File: src/rtl/encoder_8_3_seq_if.sv
// Request/code bundle for the registered 8-to-3 priority encoder.
// The slave side is the encoder; the master side is the event source plus code consumer.
interface encoder_8_3_seq_if;
    logic [7:0] req;
    logic       out_ready;
    logic [2:0] out_code;
    logic       out_valid;
    logic [7:0] pending;
    logic       dropped;

    modport slave (
        input  req,
        input  out_ready,
        output out_code,
        output out_valid,
        output pending,
        output dropped
    );

    modport master (
        output req,
        output out_ready,
        input  out_code,
        input  out_valid,
        input  pending,
        input  dropped
    );
endinterface

File: src/rtl/encoder_8_3_seq.sv
// Registered 8-to-3 priority encoder: accumulates posted request lines and hands out
// their indices one per valid/ready transfer, highest index first.
module encoder_8_3_seq (
    input  logic               clk,
    input  logic               rst,
    encoder_8_3_seq_if.slave   bus
);

    typedef enum logic [0:0] {
        EMPTY = 1'b0,
        FULL  = 1'b1
    } state_t;

    state_t     state_r;
    state_t     state_s;
    logic [7:0] pending_r;
    logic [7:0] pending_s;
    logic [2:0] out_code_r;
    logic [2:0] code_s;
    logic       dropped_r;
    logic       dropped_s;
    logic       load_s;
    logic [2:0] load_idx_s;
    logic [7:0] clr_s;

    // Index of the highest set bit; an all-zero vector is never loaded, so 0 is a safe fill.
    function automatic logic [2:0] top_index(input logic [7:0] vec);
        logic [2:0] idx;
        idx = 3'd0;
        for (int i = 0; i < 8; i++) begin
            if (vec[i]) begin
                idx = 3'(i);
            end else begin
                idx = idx;
            end
        end
        return idx;
    endfunction

    // Next-state logic: a load refills the output whenever it is free or being consumed.
    always_comb begin
        state_s = state_r;
        load_s  = 1'b0;
        case (state_r)
            EMPTY: begin
                if (|pending_r) begin
                    load_s  = 1'b1;
                    state_s = FULL;
                end else begin
                    state_s = EMPTY;
                end
            end
            FULL: begin
                if (bus.out_ready) begin
                    if (|pending_r) begin
                        load_s  = 1'b1;
                        state_s = FULL;
                    end else begin
                        state_s = EMPTY;
                    end
                end else begin
                    state_s = FULL;
                end
            end
            default: begin
                state_s = EMPTY;
            end
        endcase
    end

    // Datapath: pick the loaded bit, clear it, and merge new requests over the clear.
    always_comb begin
        load_idx_s = top_index(pending_r);
        if (load_s) begin
            clr_s  = 8'h01 << load_idx_s;
            code_s = load_idx_s;
        end else begin
            clr_s  = 8'h00;
            code_s = out_code_r;
        end
        // A re-post of the bit being loaded is not a collision: it survives as a new event.
        pending_s = (pending_r & ~clr_s) | bus.req;
        dropped_s = dropped_r | (|(bus.req & pending_r & ~clr_s));
    end

    // State, pending set, held code and sticky drop flag.
    always_ff @(posedge clk or posedge rst) begin
        if (rst) begin
            state_r    <= EMPTY;
            pending_r  <= 8'h00;
            out_code_r <= 3'd0;
            dropped_r  <= 1'b0;
        end else begin
            state_r    <= state_s;
            pending_r  <= pending_s;
            out_code_r <= code_s;
            dropped_r  <= dropped_s;
        end
    end

    assign bus.out_valid = (state_r == FULL);
    assign bus.out_code  = out_code_r;
    assign bus.pending   = pending_r;
    assign bus.dropped   = dropped_r;

endmodule

File: src/flat_wrapper.sv
// flat-port wrapper written by rule: the top's interface ports become plain ports
module encoder_8_3_seq_flat 
  (clk, rst, bus_req, bus_out_ready, bus_out_code, bus_out_valid, bus_pending, bus_dropped);
  encoder_8_3_seq_if bus_i ();
  input  logic clk;
  input  logic rst;
  input wire logic [$bits(bus_i.req)-1:0] bus_req;
  input wire logic [$bits(bus_i.out_ready)-1:0] bus_out_ready;
  output wire logic [$bits(bus_i.out_code)-1:0] bus_out_code;
  output wire logic [$bits(bus_i.out_valid)-1:0] bus_out_valid;
  output wire logic [$bits(bus_i.pending)-1:0] bus_pending;
  output wire logic [$bits(bus_i.dropped)-1:0] bus_dropped;
  assign bus_i.req = bus_req;
  assign bus_i.out_ready = bus_out_ready;
  assign bus_out_code = bus_i.out_code;
  assign bus_out_valid = bus_i.out_valid;
  assign bus_pending = bus_i.pending;
  assign bus_dropped = bus_i.dropped;
  encoder_8_3_seq u_core (.clk(clk), .rst(rst), .bus(bus_i));
endmodule
File: config.mk
export PLATFORM = sky130hd
export DESIGN_NAME = encoder_8_3_seq_flat
export DESIGN_NICKNAME = d
export VERILOG_FILES = /design/src/rtl/encoder_8_3_seq_if.sv /design/src/rtl/encoder_8_3_seq.sv /design/src/flat_wrapper.sv
export SDC_FILE = /design/constraint.sdc
export NUM_CORES = 1
export LEC_CHECK = 0
export CAP_MARGIN = 10
export CORE_MARGIN = 1
export CORE_UTILIZATION = 42
export CTS_BUF_LIST = sky130_fd_sc_hd__clkbuf_16
export DETAILED_ROUTE_END_ITERATION = 16
export PLACE_DENSITY = 0.77
export SLEW_MARGIN = 20
export SYNTH_ARGS = -nofsm -noshare
export SYNTH_HDL_FRONTEND = slang
export SYNTH_SLANG_ARGS = --single-unit
File: constraint.sdc
create_clock -name clk -period 1.9 [get_ports clk]
set_input_delay 0.285 -clock clk [delete_from_list [all_inputs] [get_ports clk]]
set_output_delay 0.285 -clock clk [all_outputs]
set_load 0.1 [all_outputs]
* Word level (Yosys, flattened, before mapping) *
Index checks and enable logic that the tools add are counted.

storage, ports and cells
  bits in registers = 13
  input port bits = 11
  output and inout port bits = 13
  logic and storage cells = 27

operators by class
  shifts and indexed selects = 1
  muxes and demuxes = 13
  bitwise logic cells = 7
  reductions and logical operators = 2

operator list
  operator                                         number
  AND 8 bit                                        3
  OR reduction 8 bit                               2
  2-to-1 mux 3 bit                                 4
  2-to-1 mux 8 bit                                 1
  NOT 8 bit                                        1
  bitwise OR 8 bit                                 1
  left shift 1 x 3 -> 8 bit, first input constant  1
  2-to-1 mux 1 bit                                 4
  2-to-1 mux 2 bit                                 2
  one-hot mux 1 bit (2 select lines)               2
  NOT 1 bit                                        1
  bitwise OR 1 bit                                 1

* Depth between registers and ports, before layout *
  depth after elaboration = 13
  depth in mapped cells = 4
  gate-level depth less buffers = 4

* Worst setup path after synthesis *
No wires, ideal clock.

  path kind = flip-flop to flip-flop
  start = register u_core.pending_r[6] (netlist: u_core.bus.pending[6])
  end = register u_core.out_code_r[0] (netlist: u_core.bus.out_code[0])
  library setup time = 0.120 ns
  data arrival time = 1.864 ns
  required time = 1.780 ns
  setup slack = -0.085 ns
  stages on the path, launching flop included = 5
  buffers on the path = 0
  period minus slack after synthesis = 1.985 ns
  path through = dfrtp_1 -> nor2_1 -> a31oi_1 -> o311ai_1 -> o21a_1

on the way
  word-level cells in the longest chain between the ends = 4
  elaborated cells between the ends (all ways) = 6
  classes of those cells = mux: 5; reduce/logical: 1

RTL lines
  what                                line                                          RTL
  from (decl)                         encoder_8_3_seq.sv:16                         logic [7:0] pending_r;
  from (signal assigned)              encoder_8_3_seq.sv:95                         pending_r <= pending_s;
  OR reduction 8 bit                  encoder_8_3_seq.sv:46, encoder_8_3_seq.sv:55
  2-to-1 mux 1 bit                    encoder_8_3_seq.sv:46, encoder_8_3_seq.sv:55
  2-to-1 mux 1 bit                    encoder_8_3_seq.sv:54                         if (bus.out_ready) begin
  one-hot mux 1 bit (2 select lines)  encoder_8_3_seq.sv:44                         case (state_r)
  to (signal assigned)                encoder_8_3_seq.sv:96                         out_code_r <= code_s;
  to (decl)                           encoder_8_3_seq.sv:18                         logic [2:0] out_code_r;

Parallel ways exist; a longest one is shown, timed or not.
A chain may end at the register's enable or synchronous reset.

* Worst setup path in the final report *
  start = register u_core.pending_r[5] (netlist: u_core.bus.pending[5])
  end = register u_core.pending_r[0] (netlist: u_core.bus.pending[0])

on the way
  word-level cells in the longest chain between the ends = 8
  elaborated cells between the ends (all ways) = 12
  classes of those cells = shift: 1; mux: 7; bitwise: 3; reduce/logical: 1

RTL lines
  what                                                                             line                                                                 RTL
  OR reduction 8 bit or 2-to-1 mux 3 bit (tied branches)                           encoder_8_3_seq.sv:46, encoder_8_3_seq.sv:55, encoder_8_3_seq.sv:31
  2-to-1 mux 1 bit or 2-to-1 mux 3 bit (tied branches)                             encoder_8_3_seq.sv:46, encoder_8_3_seq.sv:55, encoder_8_3_seq.sv:31
  2-to-1 mux 1 bit or 2-to-1 mux 3 bit (tied branches)                             encoder_8_3_seq.sv:54, encoder_8_3_seq.sv:31
  one-hot mux 1 bit (2 select lines) or left shift 1 x 3 -> 8 bit (tied branches)  encoder_8_3_seq.sv:44, encoder_8_3_seq.sv:75
  2-to-1 mux 8 bit (*)                                                             encoder_8_3_seq.sv:74                                                if (load_s) begin
  NOT 8 bit (*)                                                                    encoder_8_3_seq.sv:82                                                pending_s = (pending_r & ~clr_s) | bus.req;
  AND 8 bit (*)                                                                    encoder_8_3_seq.sv:82
  bitwise OR 8 bit (*)                                                             encoder_8_3_seq.sv:82
  net u_core.pending_s[0]                                                          encoder_8_3_seq.sv:17                                                logic [7:0] pending_s;

Mark *: on every way through the listed nets, which the timed path passes. The rest lies on a longest branch.

==> metrics.md <==
| Metric | Value |
|---|---|
| Clock share of power | `49.0%` |
| Maximum Capacitance Violations | `0` |
| Simple-gate share of the synthesized area | `22.6%` |
| VDD IR max | `0.000702 V` |
| DRC viols | `0` |
| Max Buffers Root-to-Sink | `2` |
| Comb pwr share | `14.6%` |
| CP max stage cell | `dfrtp_1` |
| Final instance area | `1000 µm²` |
| Register area share after synthesis | `50.2%` |
| Initial antenna violation count | `0` |
| Syn_nets | `73` |
| Layout Skew | `0.00316 ns` |
| Post-Synth Adder-Cell Area | `0%` |
| Netlist cell types | `26` |
| Ant diodes | `0` |
| Mux cell area share after synthesis | `0%` |
| Critical path's top delay family | `simple AND/OR/NAND/NOR gates` |
| Post-synthesis cell area | `648 µm²` |
| Number of synthesized flops with an enable pin | `0` |
| H-Tree Depth | `1` |
| Avg WL per Cell | `15.8 µm` |
| Critical Path AT | `1.66 ns` |
| Post-CTS Setup Inserts | `0` |
| Nets | `102` |
| Worst-path clk slew | `0.05 ns` |
| Critical path endpoint category | `flop` |
| # rows | `13` |
| Die Area | `1700 µm²` |
| WS Path Type | `reg -> reg` |
| Measured slew at the worst slew-check pin | `0.505 ns` |
| Hold Buf Count CTS | `0` |
| Tot GR Track Use | `24.4%` |
| Post-cts resize count | `0` |
| I/O Buffers | `23` |
| Syn_area_per_cell | `10.5 µm²` |
| Reg power frac | `36.4%` |
| Fillers | `108` |
| Final weighted congestion in routability-driven placement | `0.804` |
| CP peak stage delay | `0.49 ns` |
| CTS Buf Count | `3` |
| Post-Route WL | `1660 µm` |
| Worst-skew pair later-pin latency | `0.24 ns` |
| Vias in the first global route | `648` |
| Num ports | `24` |
| Slew headroom | `66.3%` |
| Starting Density | `47.4%` |
| Layout cells sized above 1 | `27.8%` |
| Core area | `1370 µm²` |
| RSZ-0062 raised after global routing | `false` |
| FFs w/ async S/R, synth | `100%` |
| First-pass GRT wire length | `2640 µm` |
| Global route overflow | `0` |
| TNS Setup | `0 ns` |
| YS warnings | `0` |
| Placed instance area | `925 µm²` |
| Startpoint types | `flop` |
| CP bufs+invs | `0` |
| Switching fraction of total power | `25.1%` |
| Die Span Y | `41.3 µm` |
| Final hold viol count | `0` |
| Tcrit/Tclk final | `80.5%` |
| Sink Count | `13` |
| DP Wirelength | `1180 µm` |
| Initial DRC Count | `27` |
| Antenna viol nets, final | `0` |
| Peak Freq | `654 MHz` |
| Router iterations before antenna repair | `4` |
| Via count | `628` |
| WP data required | `2.03 ns` |
| Power Internal | `604 µW` |
| Synth Area in XOR/XNOR | `0%` |
| Compound-cell area share of the yosys netlist | `24.3%` |
| P_sw | `203 µW` |
| CTS root buffer | `clkbuf_16` |
| Synth Flop Type | `dfrtp_1` |
| Final Critical Period | `1.53 ns` |
| Largest net degree at the start of global routing | `14` |
| Via/cell ratio | `5.98` |
| Hold Crit Class | `in -> async` |
| Cells after Synth | `62` |
| Post-synthesis register bit count | `13` |
| Layout area overhead | `54.8%` |
| Setup Viol. Count Final | `0` |
| Pwr/cell area | `804 nW/µm²` |
| Pins Over Slew Limit | `0` |
| Die X | `41.3 µm` |
| Largest family of logic cells by synthesized area | `compound AO/OA/AOI/OAI gates` |
| TritonCTS clock tree | `done` |
| Run status | `finished clean` |
| CP max FO | `7` |
| CP cell instances | `nor2_4 > nand4b_4 > or4_1 > a21o_1` |
| Leakage | `0.419 nW` |
[synthesized netlist by cell type (all sizes together) (2+ instances only)]
cell type / count / area share [%]
a21o: 6 / 7.1
a21oi: 3 / 2.3
a31oi: 6 / 5.8
dfrtp: 13 / 50
inv: 5 / 2.9
nand2: 4 / 2.3
nand2b: 3 / 3.3
nand4: 2 / 1.9
nor2: 4 / 3.5
nor4: 2 / 2.9
o21ai: 3 / 2.3
[logic make-up (layout without fill, tap and decap cells)]
| logic type | count (synthesis) | after routing |
|---|---|---|
| compound gates | 23 | 23 |
| flops | 13 | 13 |
| buf+inv | 5 | 33 |
| simple gates | 21 | 21 |
[per-layer routing]
layer	wire (µm)	vias to the layer above	global-route usage, %	part of all wire (%)
li1	-	290	-	-
met1	733	299	28.3	44
met2	792	32	41.8	48
met3	94	7	4.89	5.7
met4	38	0	12.9	2.3
met5	0	-	0	0
[final cells by class]
class | instances | area, µm² | share of cell area, %
Clock buffer | 3 | 75.1 | 7.48
Multi-Input combinational cell | 44 | 304 | 30.3
Timing Repair Buffer | 24 | 255 | 25.4
Inverter | 5 | 18.8 | 1.87
Clock inverter | 1 | 3.75 | 0.374
Tap cell | 15 | 18.8 | 1.87
Sequential cell | 13 | 328 | 32.7
[sequential cells by signal (all words and copies together) (netlist names)]
register,flops
u_core.bus.pending,8
u_core.bus.dropped,1
u_core.bus.out_valid,1
u_core.bus.out_code,3
[cells in the final DEF (no fill, tap or decap), types with 2 or more instances in the layout]
cell	synthesis	layout
a21o_1	5	5
a21oi_1	3	3
a31oi_1	6	6
buf_12	0	4
buf_4	0	10
clkbuf_16	0	3
clkdlybuf4s50_1	0	10
dfrtp_1	13	11
dfrtp_2	0	2
inv_1	5	6
nand2_1	4	4
nand2b_1	2	2
nand4_1	2	2
nor2_1	3	3
o21ai_0	3	3
[worst paths after layout]
kind | cells after the start | endpoint | slack (ns) | from
worst max-delay path | 4 | u_core.bus.pending[0]$_DFF_PP0_ | 0.37 | u_core.bus.pending[5]$_DFF_PP0_
worst min-delay path | 2 | u_core.bus.out_code[0]$_DFFE_PP0N_ | 0.38 | rst
worst max register to register | 4 | u_core.bus.pending[0]$_DFF_PP0_ | 0.37 | u_core.bus.pending[5]$_DFF_PP0_
worst min register to register | 1 | u_core.bus.out_code[0]$_DFFE_PP0N_ | 0.49 | u_core.bus.out_code[0]$_DFFE_PP0N_
max in group asynchronous | 2 | u_core.bus.pending[7]$_DFF_PP0_ | 1.15 | rst
min in group clk | 1 | u_core.bus.out_code[0]$_DFFE_PP0N_ | 0.49 | u_core.bus.out_code[0]$_DFFE_PP0N_
[through the flow]
stage               hold WS [ns]  utilization [%]  cells  setup WS (ns)  total power [mW]
floorplan                  0.162                -     62         0.0118             0.370
global placement           0.478             67.7    101          0.177             0.414
detailed placement         0.495             67.7    101          0.137             0.415
CTS                        0.406             73.4    105          0.368             0.809
global route               0.460             73.4    105          0.293             0.831
finish                     0.376             73.4    105          0.371             0.807
[power by group through the flow]
stage	logic [mW]	clock network (mW)	registers, mW
final	0.118	0.395	0.293
after global routing	0.126	0.411	0.295
after CTS	0.118	0.397	0.294
after detailed placement	0.118	0	0.298
after global placement	0.116	0	0.297
after floorplan	0.0272	0	0.343
(Power assumes the default switching activity.)
